**config.mk**
```make
export PLATFORM = sky130hd
export DESIGN_NAME = ram_arbiter
export DESIGN_NICKNAME = d
export VERILOG_FILES = /design/src/rtl/ram_arb_pkg.sv /design/src/rtl/ram_arbiter_rr_arb2.sv /design/src/rtl/ram_arbiter.sv
export SDC_FILE = /design/constraint.sdc
export NUM_CORES = 1
export LEC_CHECK = 0
export CAP_MARGIN = 10
export CORE_MARGIN = 1.5
export CORE_UTILIZATION = 44
export DETAILED_ROUTE_END_ITERATION = 10
export PLACE_DENSITY = 0.83
export REMOVE_ABC_BUFFERS = 1
export SLEW_MARGIN = 30
export SYNTH_ARGS = -nofsm -noshare
export SYNTH_HDL_FRONTEND = slang
export SYNTH_SLANG_ARGS = --single-unit
```
**constraint.sdc**
```tcl
create_clock -name clock -period 2.05 [get_ports clock]
set_input_delay 0.5125 -clock clock [delete_from_list [all_inputs] [get_ports clock]]
set_output_delay 0.5125 -clock clock [all_outputs]
set_load 0.02 [all_outputs]
```
**src/rtl/ram_arb_pkg.sv**
```systemverilog
// Shared encodings and default sizing for the RAM arbiter slice.
// State encoding, requester ids and default widths live here so the
// top and the round-robin picker agree on them.
package ram_arb_pkg;

  typedef enum logic [1:0] {
    IDLE   = 2'd0,
    ACCESS = 2'd1,
    DONE   = 2'd2
  } state_t;

  localparam logic PORT_IF = 1'b0;  // instruction-fetch requester
  localparam logic PORT_LS = 1'b1;  // load/store requester

  localparam int ADDR_W_DEF = 9;
  localparam int DATA_W_DEF = 32;
  localparam int DEPTH_DEF  = 128;

endpackage

```
**src/rtl/ram_arbiter_rr_arb2.sv**
```systemverilog
// Purpose: combinational 2-way round-robin pick; the caller owns last_grant.
// Latency: zero (pure combinational).
// Backpressure: none; the caller decides when a pick is consumed.
module rr_arb2
  import ram_arb_pkg::*;
(
  input  logic i_req0,
  input  logic i_req1,
  input  logic i_last_grant,
  output logic o_grant_valid,
  output logic o_grant_id
);

  // Under contention the port that did not win last time goes next.
  always_comb begin
    o_grant_valid = i_req0 | i_req1;
    o_grant_id    = PORT_IF;
    if (i_req0 && i_req1) begin
      o_grant_id = ~i_last_grant;
    end else if (i_req1) begin
      o_grant_id = PORT_LS;
    end
  end

endmodule

```
**src/rtl/ram_arbiter.sv**
```systemverilog
// Purpose: arbitrates two requesters onto a single-port negedge RAM, returns read data.
// Latency: grant at posedge T, ack registered at posedge T+1 and held one cycle.
// Backpressure: requesters hold req/fields until ack; one access per 3 cycles.
module ram_arbiter
  import ram_arb_pkg::*;
#(
  parameter int ADDR_W = ADDR_W_DEF,
  parameter int DATA_W = DATA_W_DEF,
  parameter int DEPTH  = DEPTH_DEF
) (
  input  logic              clock,
  input  logic              reset_n,
  input  logic              req0,
  input  logic              we0,
  input  logic [ADDR_W-1:0] addr0,
  input  logic [DATA_W-1:0] wdata0,
  output logic              ack0,
  output logic [DATA_W-1:0] rdata0,
  input  logic              req1,
  input  logic              we1,
  input  logic [ADDR_W-1:0] addr1,
  input  logic [DATA_W-1:0] wdata1,
  output logic              ack1,
  output logic [DATA_W-1:0] rdata1,
  output logic              err,
  output logic [ADDR_W-1:0] ram_addr,
  output logic              ram_wr,
  output logic [DATA_W-1:0] ram_wdata,
  output logic              ram_rd,
  input  logic [DATA_W-1:0] ram_rdata,
  output logic              busy
);

  localparam logic [ADDR_W:0] LP_DEPTH = (ADDR_W+1)'(DEPTH);

  state_t              r_state;
  state_t              w_next_state;
  logic                r_last_grant;
  logic                r_gnt;
  logic                r_is_read;
  logic                r_err_pend;
  logic                r_ack0;
  logic                r_ack1;
  logic                r_err;
  logic [DATA_W-1:0]   r_rdata0;
  logic [DATA_W-1:0]   r_rdata1;
  logic [ADDR_W-1:0]   r_ram_addr;
  logic [DATA_W-1:0]   r_ram_wdata;
  logic                r_ram_wr;
  logic                r_ram_rd;

  logic                w_gnt_vld;
  logic                w_gnt_id;
  logic                w_we_g;
  logic [ADDR_W-1:0]   w_addr_g;
  logic [DATA_W-1:0]   w_wdata_g;
  logic                w_addr_ok;

  rr_arb2 u_rr (
    .i_req0        (req0),
    .i_req1        (req1),
    .i_last_grant  (r_last_grant),
    .o_grant_valid (w_gnt_vld),
    .o_grant_id    (w_gnt_id)
  );

  // Steer the winner's request fields and check its address range.
  always_comb begin
    w_we_g    = (w_gnt_id == PORT_LS) ? we1    : we0;
    w_addr_g  = (w_gnt_id == PORT_LS) ? addr1  : addr0;
    w_wdata_g = (w_gnt_id == PORT_LS) ? wdata1 : wdata0;
    w_addr_ok = ({1'b0, w_addr_g} < LP_DEPTH);
  end

  // Next-state: reqs only matter in IDLE; ACCESS and DONE last one cycle each.
  always_comb begin
    w_next_state = r_state;
    case (r_state)
      IDLE:    if (w_gnt_vld) w_next_state = ACCESS;
      ACCESS:  w_next_state = DONE;
      DONE:    w_next_state = IDLE;
      default: w_next_state = IDLE;
    endcase
  end

  // State register.
  always_ff @(posedge clock) begin
    if (!reset_n) r_state <= IDLE;
    else          r_state <= w_next_state;
  end

  // Datapath: launch the RAM command on grant, capture read data after the
  // RAM's negedge access, then pulse ack/err for exactly the DONE cycle.
  always_ff @(posedge clock) begin
    if (!reset_n) begin
      r_last_grant <= PORT_LS;
      r_gnt        <= PORT_IF;
      r_is_read    <= 1'b0;
      r_err_pend   <= 1'b0;
      r_ack0       <= 1'b0;
      r_ack1       <= 1'b0;
      r_err        <= 1'b0;
      r_rdata0     <= '0;
      r_rdata1     <= '0;
      r_ram_addr   <= '0;
      r_ram_wdata  <= '0;
      r_ram_wr     <= 1'b0;
      r_ram_rd     <= 1'b0;
    end else begin
      case (r_state)
        IDLE: begin
          if (w_gnt_vld) begin
            r_gnt        <= w_gnt_id;
            r_last_grant <= w_gnt_id;
            r_ram_addr   <= w_addr_g;
            r_ram_wdata  <= w_wdata_g;
            r_is_read    <= ~w_we_g;
            r_err_pend   <= ~w_addr_ok;
            // An out-of-range access never touches the RAM.
            r_ram_wr     <= w_we_g & w_addr_ok;
            r_ram_rd     <= ~w_we_g & w_addr_ok;
          end
        end
        ACCESS: begin
          r_ram_wr <= 1'b0;
          r_ram_rd <= 1'b0;
          r_err    <= r_err_pend;
          if (r_gnt == PORT_LS) begin
            r_ack1 <= 1'b1;
            if (r_is_read) r_rdata1 <= r_err_pend ? '0 : ram_rdata;
          end else begin
            r_ack0 <= 1'b1;
            if (r_is_read) r_rdata0 <= r_err_pend ? '0 : ram_rdata;
          end
        end
        DONE: begin
          r_ack0     <= 1'b0;
          r_ack1     <= 1'b0;
          r_err      <= 1'b0;
          r_err_pend <= 1'b0;
        end
        default: begin
          r_ram_wr <= 1'b0;
          r_ram_rd <= 1'b0;
        end
      endcase
    end
  end

  assign ack0      = r_ack0;
  assign ack1      = r_ack1;
  assign err       = r_err;
  assign rdata0    = r_rdata0;
  assign rdata1    = r_rdata1;
  assign ram_addr  = r_ram_addr;
  assign ram_wdata = r_ram_wdata;
  assign ram_wr    = r_ram_wr;
  assign ram_rd    = r_ram_rd;
  assign busy      = (r_state != IDLE);

endmodule
```
# --- Word-level counts from Yosys, hierarchy flattened ---
# Cells that the tools add are included.
word_totals:
  wordCells: 59
  inputBits: 120
  register_bits: 116
classes:
  muxes: 19
  magnitude_cmp: 1
  reduce_logical: 12
  bitwise_logic: 8
  n_eq_ne: 5
op_table:
  columns: ["op", "n"]
  rows:
  - ["$mux 32", 2]
  - ["$pmux 1 s2", 6]
  - ["$reduce_and 2->1", 5]
  - ["$lt 9x8->1 const B", 1]
  - ["$mux 9", 1]
  - ["$mux 1", 8]
  - ["$reduce_and 3->1", 2]
  - ["$reduce_bool 2->1", 3]
  - ["$not 1->1", 5]
  - ["$ne 2x2->1 const B", 2]
  - ["$pmux 2 s2", 1]
  - ["$and 1x1->1", 2]
  - ["$eq 2x1->1 const B", 1]
  - ["$eq 2x2->1 const B", 1]
  - ["$logic_not 2->1", 1]
  - ["$mux 2", 1]
  - ["$ne 2x1->1 const B", 1]
  - ["$logic_and 1x1->1", 1]
  - ["$or 1x1->1", 1]

# --- Logic depth before layout (Yosys ltp) ---
depth:
  depth_word: 7
  depth_mapped: 8
  ltp_nobuf: 5

# --- Modules after synthesis ---
# A second synthesis with hierarchy kept.
hier_totals:
  hier_cells: 564
  hier_area_um2: 5113.7
by_module_without_submodules:
  columns: ["module", "instances", "cells_each", "area_each_um2"]
  rows:
  - ["ram_arbiter", 1, 562, 5099.9]
  - ["rr_arb2", 1, 2, 13.8]

# --- Worst setup path before layout ---
# No wires, ideal clock.
synth_timing:
  kind: "flip-flop to flip-flop"
  startpoint: "reg r_state[0]"
  endpoint: "reg r_ram_wdata[14], in the netlist ram_wdata[14]"
  stages_incl_launch_ff: 9
  slack_ns: 0.660
  setup_ns: 0.125
  t_arrival_ns: 1.265
  cell_sequence: "dfxtp_1 inv_1 ha_1 buf_2 o21a_2 buf_6 buf_6 o21ai_0 a31oi_1"
synth_between:
  elab_chain_cells: 2
synth_lines:
  columns: ["element", "line", "rtl"]
  rows:
  - ["from (decl)", "ram_arbiter.sv:36", "state_t r_state;"]
  - ["from (signal assigned)", "ram_arbiter.sv:89", "else r_state <= w_next_state;"]
  - ["$logic_not 2->1", "ram_arbiter.sv:110", "case (r_state)"]
  - ["$reduce_and 2->1 (no line)", null, null]
  - ["to (signal assigned)", "ram_arbiter.sv:116", "r_ram_wdata <= w_wdata_g;"]
  - ["to (decl)", "ram_arbiter.sv:48", "logic [DATA_W-1:0] r_ram_wdata;"]
# No other way between the ends.
# A chain may end at the register's enable or synchronous reset.

# --- Final worst setup path ---
layout_timing:
  startpoint: "reg r_ram_addr[2], in the netlist ram_addr[2]"
  endpoint: "out ram_addr[2]"
layout_lines:
  columns: ["element", "line", "rtl"]
  rows:
  - ["from (decl)", "ram_arbiter.sv:47", "logic [ADDR_W-1:0] r_ram_addr;"]
  - ["from (signal assigned)", "ram_arbiter.sv:115", "r_ram_addr <= w_addr_g;"]
  - ["to (decl)", "ram_arbiter.sv:26", "output logic [ADDR_W-1:0] ram_addr,"]
# No word-level cell between the ends.

==> impl_metrics.csv <==
group,metric,value,unit
drt,route.detailed.drc,0,
logic_synthesis,synth.distinct_cells,36,
drt,drtPass1Iterations,4,
global_route,grt_usage,0.260,
logic_synthesis,synth_area_leader_cell,"dfxtp_1",
sta,fin_skew,0.00843,ns
critical_path,path_buf_inv,1,
clock_tree,post-cts-setup-buffer-count,0,
logic_synthesis,ys_seq_elements,116,
power,p_leak,2.94,nW
placed_design,place_congestion,0.849,
critical_path,slowest_stage,"clkdlybuf4s50_1",
die,die_x,109,µm
clock_tree,cts-root-buf,"clkbuf_8",
clock_tree,cts_sinks,116,
die,num_io_pins,231,
clock_tree,htreeDepth,4,
logic_synthesis,synthCells,609,
logic_synthesis,synth_warnings,0,
final_layout,area_delta_synth_final,59.0,%
clock_tree,path_clk_slew,0.06,ns
critical_path,arrival,1.48,ns
drt,routedWlPerCell,15.6,µm
run_status,status,"finished, final reports clean",
sta,hold_viol,0,
critical_path,end_kind,"output pin",
drt,vias,5034,
logic_synthesis,yosysSeqAreaShare,0.473,
placed_design,dp.cells,945,
final_layout,fillers,832,
global_route,grt_max_degree,57,
placed_design,dpl.hpwl,10500,µm
final_layout,drive_gt1_frac,0.0552,
placed_design,place_ws,0.0371,ns
critical_path,worstPathMaxFanout,2,
placed_design,port-buffer-count,230,
global_route,antenna_found_initial,0,
final_layout,diodes,0,
die,coreArea,0.0108,mm²
critical_path,start_kind,"flop",
clock_tree,clkLatencyLatePin,0.50,ns
sta,fmax,0.502,GHz
die,start_util,0.453,
die,row_count,38,
critical_path,path_cells,"clkdlybuf4s50_1",
logic_synthesis,syn-cell-area,0.00491,mm²
die,die_h,109,µm
sta,setup_viol_count_final,0,
critical_path,slowest_delay,0.64,ns
sta,finalSetupTns,0,ns
drt,ant_nets,0,
final_layout,final_nets,947,
final_layout,final_util,0.720,
power,power_density,799,mW/mm²
critical_path,critPathRequiredTime,1.54,ns
final_layout,final_cells,973,
clock_tree,cts_made_buffers,17,
logic_synthesis,synth_top_area_frac,0.473,
global_route,grt_pass1_vias,4857,
sta,rsz0062_at_grt,"no",
sta,fin_crit,1.99,ns
critical_path,path_class,"flop to output pin",
power,irDropWorstVdd,0.492,mV
logic_synthesis,syn_area_per_cell,8.06,µm²
job,maxCapViolations,0,
critical_path,crit_family,"buffers and inverters",
sta,maxSlewViolCount,0,
sta,worst_slack,0.0576,ns
power,power,6.23,mW
clock_tree,hold_buffers,0,
sta,relSlewSlack,0.694,
drt,viasPerCell,5.17,
min_path,hp-class,"input pin to flop",
sta,timing.final.crit_share,0.972,
drt,wirelength,15200,µm
global_route,grt_pass1_wl,23700,µm
clock_tree,clockBufferDepth,2,
sta,tightest_slew,0.459,ns
global_route,gr-total-overflow,0,
clock_tree,cts_tree,"built",
logic_synthesis,synth_area_leaders,"dfxtp_1 (47%), nand2_1 (16%), a21boi_0 (7.8%)",
die,dieArea,0.0118,mm²
drt,drt_iter0_drc,261,
## power by group
group          switching [mW]  internal (mW)
combinational           0.632          0.635
clock                   0.936           1.54
sequential             0.0868           2.40
## cell families (layout without fill, tap and decap cells)
kind of cell	Yosys count	count (layout)	share of synthesized area
simple gates	267	267	0.231
compound gates	165	165	0.222
flops	116	116	0.473
buf+inv	55	279	0.0594
fa+ha+maj	3	3	0.00765
mux	3	3	0.00612
## synthesized netlist by cell type (all sizes together)
cell and count:
o22ai 3, nand3b 2, and3b 1, dfxtp 116, a31oi 41, nand2 214, nor3b 3, and3 3
o31ai 1, buf 31, a21oi 1, and2 1, o311a 1, nor3 4, a22oi 1, mux2i 3
a41o 1, nand2b 1, a21bo 1, a21boi 67, o21ai 44, o211ai 1, o21a 3, nor2 3
inv 6, nand3 1, nor2b 34, ha 3, clkbuf 18
## cell usage in the layout (no fill, tap or decap), types with 2 or more instances in the layout
| master | count |
|---|---|
| a21boi_0 | 51 |
| a21boi_1 | 15 |
| a31oi_1 | 41 |
| and3_1 | 3 |
| buf_12 | 6 |
| buf_4 | 9 |
| clkbuf_1 | 2 |
| clkbuf_16 | 16 |
| clkbuf_8 | 4 |
| clkdlybuf4s50_1 | 223 |
| clkinv_2 | 5 |
| dfxtp_1 | 116 |
| dlymetal6s2s_1 | 5 |
| ha_1 | 3 |
| inv_1 | 6 |
| mux2i_1 | 3 |
| nand2_1 | 214 |
| nor2_1 | 3 |
| nor2b_1 | 34 |
| nor3_1 | 4 |
| nor3b_1 | 3 |
| o21a_1 | 2 |
| o21ai_0 | 34 |
| o21ai_1 | 10 |
| o22ai_1 | 3 |
## repair_timing
| item | in CTS | in global routing |
|---|---|---|
| endpoints found under the setup margin | 1 | 6 |
| gates cloned | 0 | 0 |
| pin swaps | 0 | 0 |
| hold endpoints to repair | 0 | 0 |
| resized for setup | 2 | 6 |
## path summary, 6_finish.rpt
path / from / depth (start not counted) / end / slack [ns]
worst max-delay path: ram_addr[2]$_SDFFE_PN0P_ / 1 / ram_addr[2] / 0.06
worst max register to register: r_state[1]$_SDFFE_PN0P_ / 6 / rdata0[21]$_SDFFE_PN0P_ / 0.41
worst min register to register: rdata0[14]$_SDFFE_PN0P_ / 2 / rdata0[14]$_SDFFE_PN0P_ / 0.45
worst min-delay path: reset_n / 2 / r_last_grant$_SDFFE_PN1P_ / 0.45
## layer usage
metal  vias up  track usage  wire length (µm)
li1       2457            -                 -
met1      2336        0.288              5930
met2       221        0.441              7260
met3        20        0.115              1740
met4         0       0.0902               244
met5         -            0                 0
## through the flow
| step | area (µm²) | hold WS, ns |
|---|---|---|
| floorplan | 4640 | 0.511 |
| global placement | 7300 | 0.440 |
| detailed placement | 7300 | 0.444 |
| CTS | 7790 | 0.416 |
| global route | 7800 | 0.454 |
| finish | 7800 | 0.445 |
## sequential cells by signal, summed over array words and instances, names as in the netlist
| register | flops |
|---|---|
| rdata1 | 32 |
| ram_rd | 1 |
| ram_wdata | 32 |
| ram_wr | 1 |
| r_err_pend | 1 |
| r_last_grant | 1 |
| ram_addr | 9 |
| ack1 | 1 |
| err | 1 |
| r_is_read | 1 |
| r_state | 2 |
| r_gnt | 1 |
| rdata0 | 32 |
| ack0 | 1 |
## layout make-up
cell class	instances	area, µm²	share of cell area
Clock buffer	22	463	0.0594
Clock inverter	6	32.5	0.00417
Inverter	6	22.5	0.00289
Multi-Input combinational cell	438	2290	0.294
Sequential cell	116	2320	0.298
Tap cell	140	175	0.0225
Timing Repair Buffer	245	2490	0.320
No activity file was read; power rests on OpenSTA's default activity.
==> RTL change (same flow settings) <==
`DATA_W_DEF`: 32 -> 40.
--- a/src/rtl/ram_arb_pkg.sv
+++ b/src/rtl/ram_arb_pkg.sv
@@ -14,5 +14,5 @@
 
   localparam int ADDR_W_DEF = 9;
-  localparam int DATA_W_DEF = 32;
+  localparam int DATA_W_DEF = 40;
   localparam int DEPTH_DEF  = 128;
 
Ports: changed (6 resized); port bits go from 231 to 279. No check against the original RTL was run, so the function may have changed too.
==> RTL change against the unedited design <==
  * Area after synthesis increased by 20%
  * Worst setup slack better by 0.054 ns
  * Final area increased by 21%
  * Global-route usage rose by 0.28 points
  * Sequential cell count increased by 24
  * Power is 22% higher
  * Worst hold slack gained 0.0057 ns
  * Routed wire length grew 22%
  * Critical path type unchanged
  * Largest cell class unchanged
  * Largest power group is now the clock network
==> RTL change: results (changes against the unedited design) <==
- Total length of routed met3 wires: 1840 microns (was 1740 microns)
- Placed Area: 8850 sq um (was 7300 sq um)
- Maximum number of pins on one net before global-route repair: 52 (was 57)
- Final estimated routing congestion in global placement: 0.809 (was 0.849)
- WL met1: 7380 microns (was 5930 microns)
- DRT iter0 DRCs: 348 (was 261)
- YS warnings: 0 (unchanged)
- Length of the first detailed-routing pass in iterations: 4 (unchanged)
- Worst slack at placement: 0.0175 ns (was 0.0371 ns)
- Data arrival, critical path: 1.43 ns (was 1.48 ns)
- Number of buffers created by CTS: 17 (unchanged)
- Buffer cell driving the clock tree root: clkbuf_16 (was clkbuf_8)
- P_leak: 3.44 nW (was 2.94 nW)
- Worst vdd ir: 0.488 mV (was 0.492 mV)
- Diodes inserted: 0 (unchanged)
- FILL cells: 1021 (was 832)
- Top cells by area in the synthesized netlist: dfxtp_1, nand2_1, a21boi_0 (unchanged)
- Antenna violations before repair: 0 (unchanged)
- Critical-path maximum fanout: 3 (was 2)
- Result of the run: finished, final reports clean (unchanged)
- Worst Tran Pin Value: 0.495 ns (was 0.459 ns)
- Placed wire-length estimate: 12800 microns (was 10500 microns)
- Unique cell type count in the Yosys netlist: 36 (unchanged)
- Number of global-route vias before repair: 5760 (was 4857)
- Quantity of I/O buffers inserted on ports: 278 (was 230)
- Met2 Wirelength: 8810 microns (was 7260 microns)
- Routed WL per cell: 15.7 microns (was 15.6 microns)
- Leading post-synthesis cells by instance count: nand2_1, dfxtp_1, a21boi_0, o21ai_0, a31oi_1 (was nand2_1, dfxtp_1, a21boi_0, a31oi_1)
- Clock-pin slew on the worst setup and hold paths: 0.06 ns (about the same)
- Internal Dissipation: 5.61 mW (was 4.58 mW)
- Uppermost layer routed: met4 (unchanged)
- Worst min-delay path category: flop to flop (was input port to flop)
- Global Route met3 Usage: 0.107 (was 0.115)
- Post-synthesis cell count: 732 (was 609)
- Global-route wire length before repair: 29000 microns (was 23700 microns)
- Most common flop cell mapped by yosys: dfxtp_1 (unchanged)
- GR Util All Layers: 0.263 (was 0.260)
- Share of async-settable or async-resettable flops after synthesis: 0 (unchanged)
- H-tree depth reported by CTS: 4 (unchanged)
- Layout cell share with drive strength beyond 1: 0.0568 (was 0.0552)
- Ratio of routed vias to standard cells: 5.03 (was 5.17)
- Global routing met2 resource utilization: 0.434 (was 0.441)
- Post-CTS setup buffer count: 0 (unchanged)
- Skew final: 0.00908 ns (was 0.00843 ns)
- Clock latency on the worst-skew pair: 0.42 ns (was 0.50 ns)
- Total Wirelength: 18500 microns (was 15200 microns)
- Most common cell after layout, fill and taps aside: clkdlybuf4s50_1 (unchanged)
- Sequential share of the synthesized area: 0.476 (was 0.473)
- Number of buffers on the longest clock path: 2 (unchanged)
- Met1 Usage GRT: 0.302 (was 0.288)
- Post-layout nets: 1138 (was 947)
RTL change: kinds of logic (layout without fill, tap and decap cells):
logic type	Yosys count	in the layout	synth area share
DFF	140	140	0.476
and+or+nand+nor	323	323	0.232
adders and majority gates	3	3	0.00638
AOI/OAI and AO/OA	197	197	0.222
muxes	3	3	0.00510
buffers and inverters	66	338	0.0591
RTL change: area by class of cell:
type | count | area [sq um] | area share
Tap cell | 176 | 220 | 0.0233
Clock inverter | 6 | 82.6 | 0.00875
Timing Repair Buffer | 300 | 3060 | 0.324
Sequential cell | 140 | 2800 | 0.297
Inverter | 6 | 22.5 | 0.00239
Clock buffer | 26 | 509 | 0.0540
Multi-Input combinational cell | 526 | 2740 | 0.291
RTL change: worst paths after layout:
kind	cells after the start	end	slack, ns	start
setup / recovery	4	busy	0.11	r_state[0]$_SDFFE_PN0P_
hold / removal	2	rdata1[31]$_SDFFE_PN0P_	0.45	rdata1[31]$_SDFFE_PN0P_
setup reg to reg	7	ram_wdata[19]$_SDFFE_PN0P_	0.36	r_state[0]$_SDFFE_PN0P_
hold reg to reg	2	rdata1[31]$_SDFFE_PN0P_	0.45	rdata1[31]$_SDFFE_PN0P_
RTL change: power groups by stage:
stage               sequential (mW)  clock (mW)  combinational, mW
CTS                            2.99        3.11               1.53
detailed placement             3.04           0               1.52
finish                         2.99        3.07               1.52
global placement               3.04           0               1.51
global route                   3.01        3.26               1.64
floorplan                      3.25           0              0.442
RTL change: repair_timing:
action / 4_1_cts / 5_1_grt
pin swaps: 0 / 0
setup endpoints to repair: 1 / 1
gates resized for setup: 1 / 1
hold buffers: 0 / 0
RTL change: worst max-delay path, cell delays in order, from the launching register on:
cell and delay (ns):
dfxtp_1 0.37, inv_1 0.07, ha_1 0.22, inv_1 0.05
clkdlybuf4s15_1 0.29
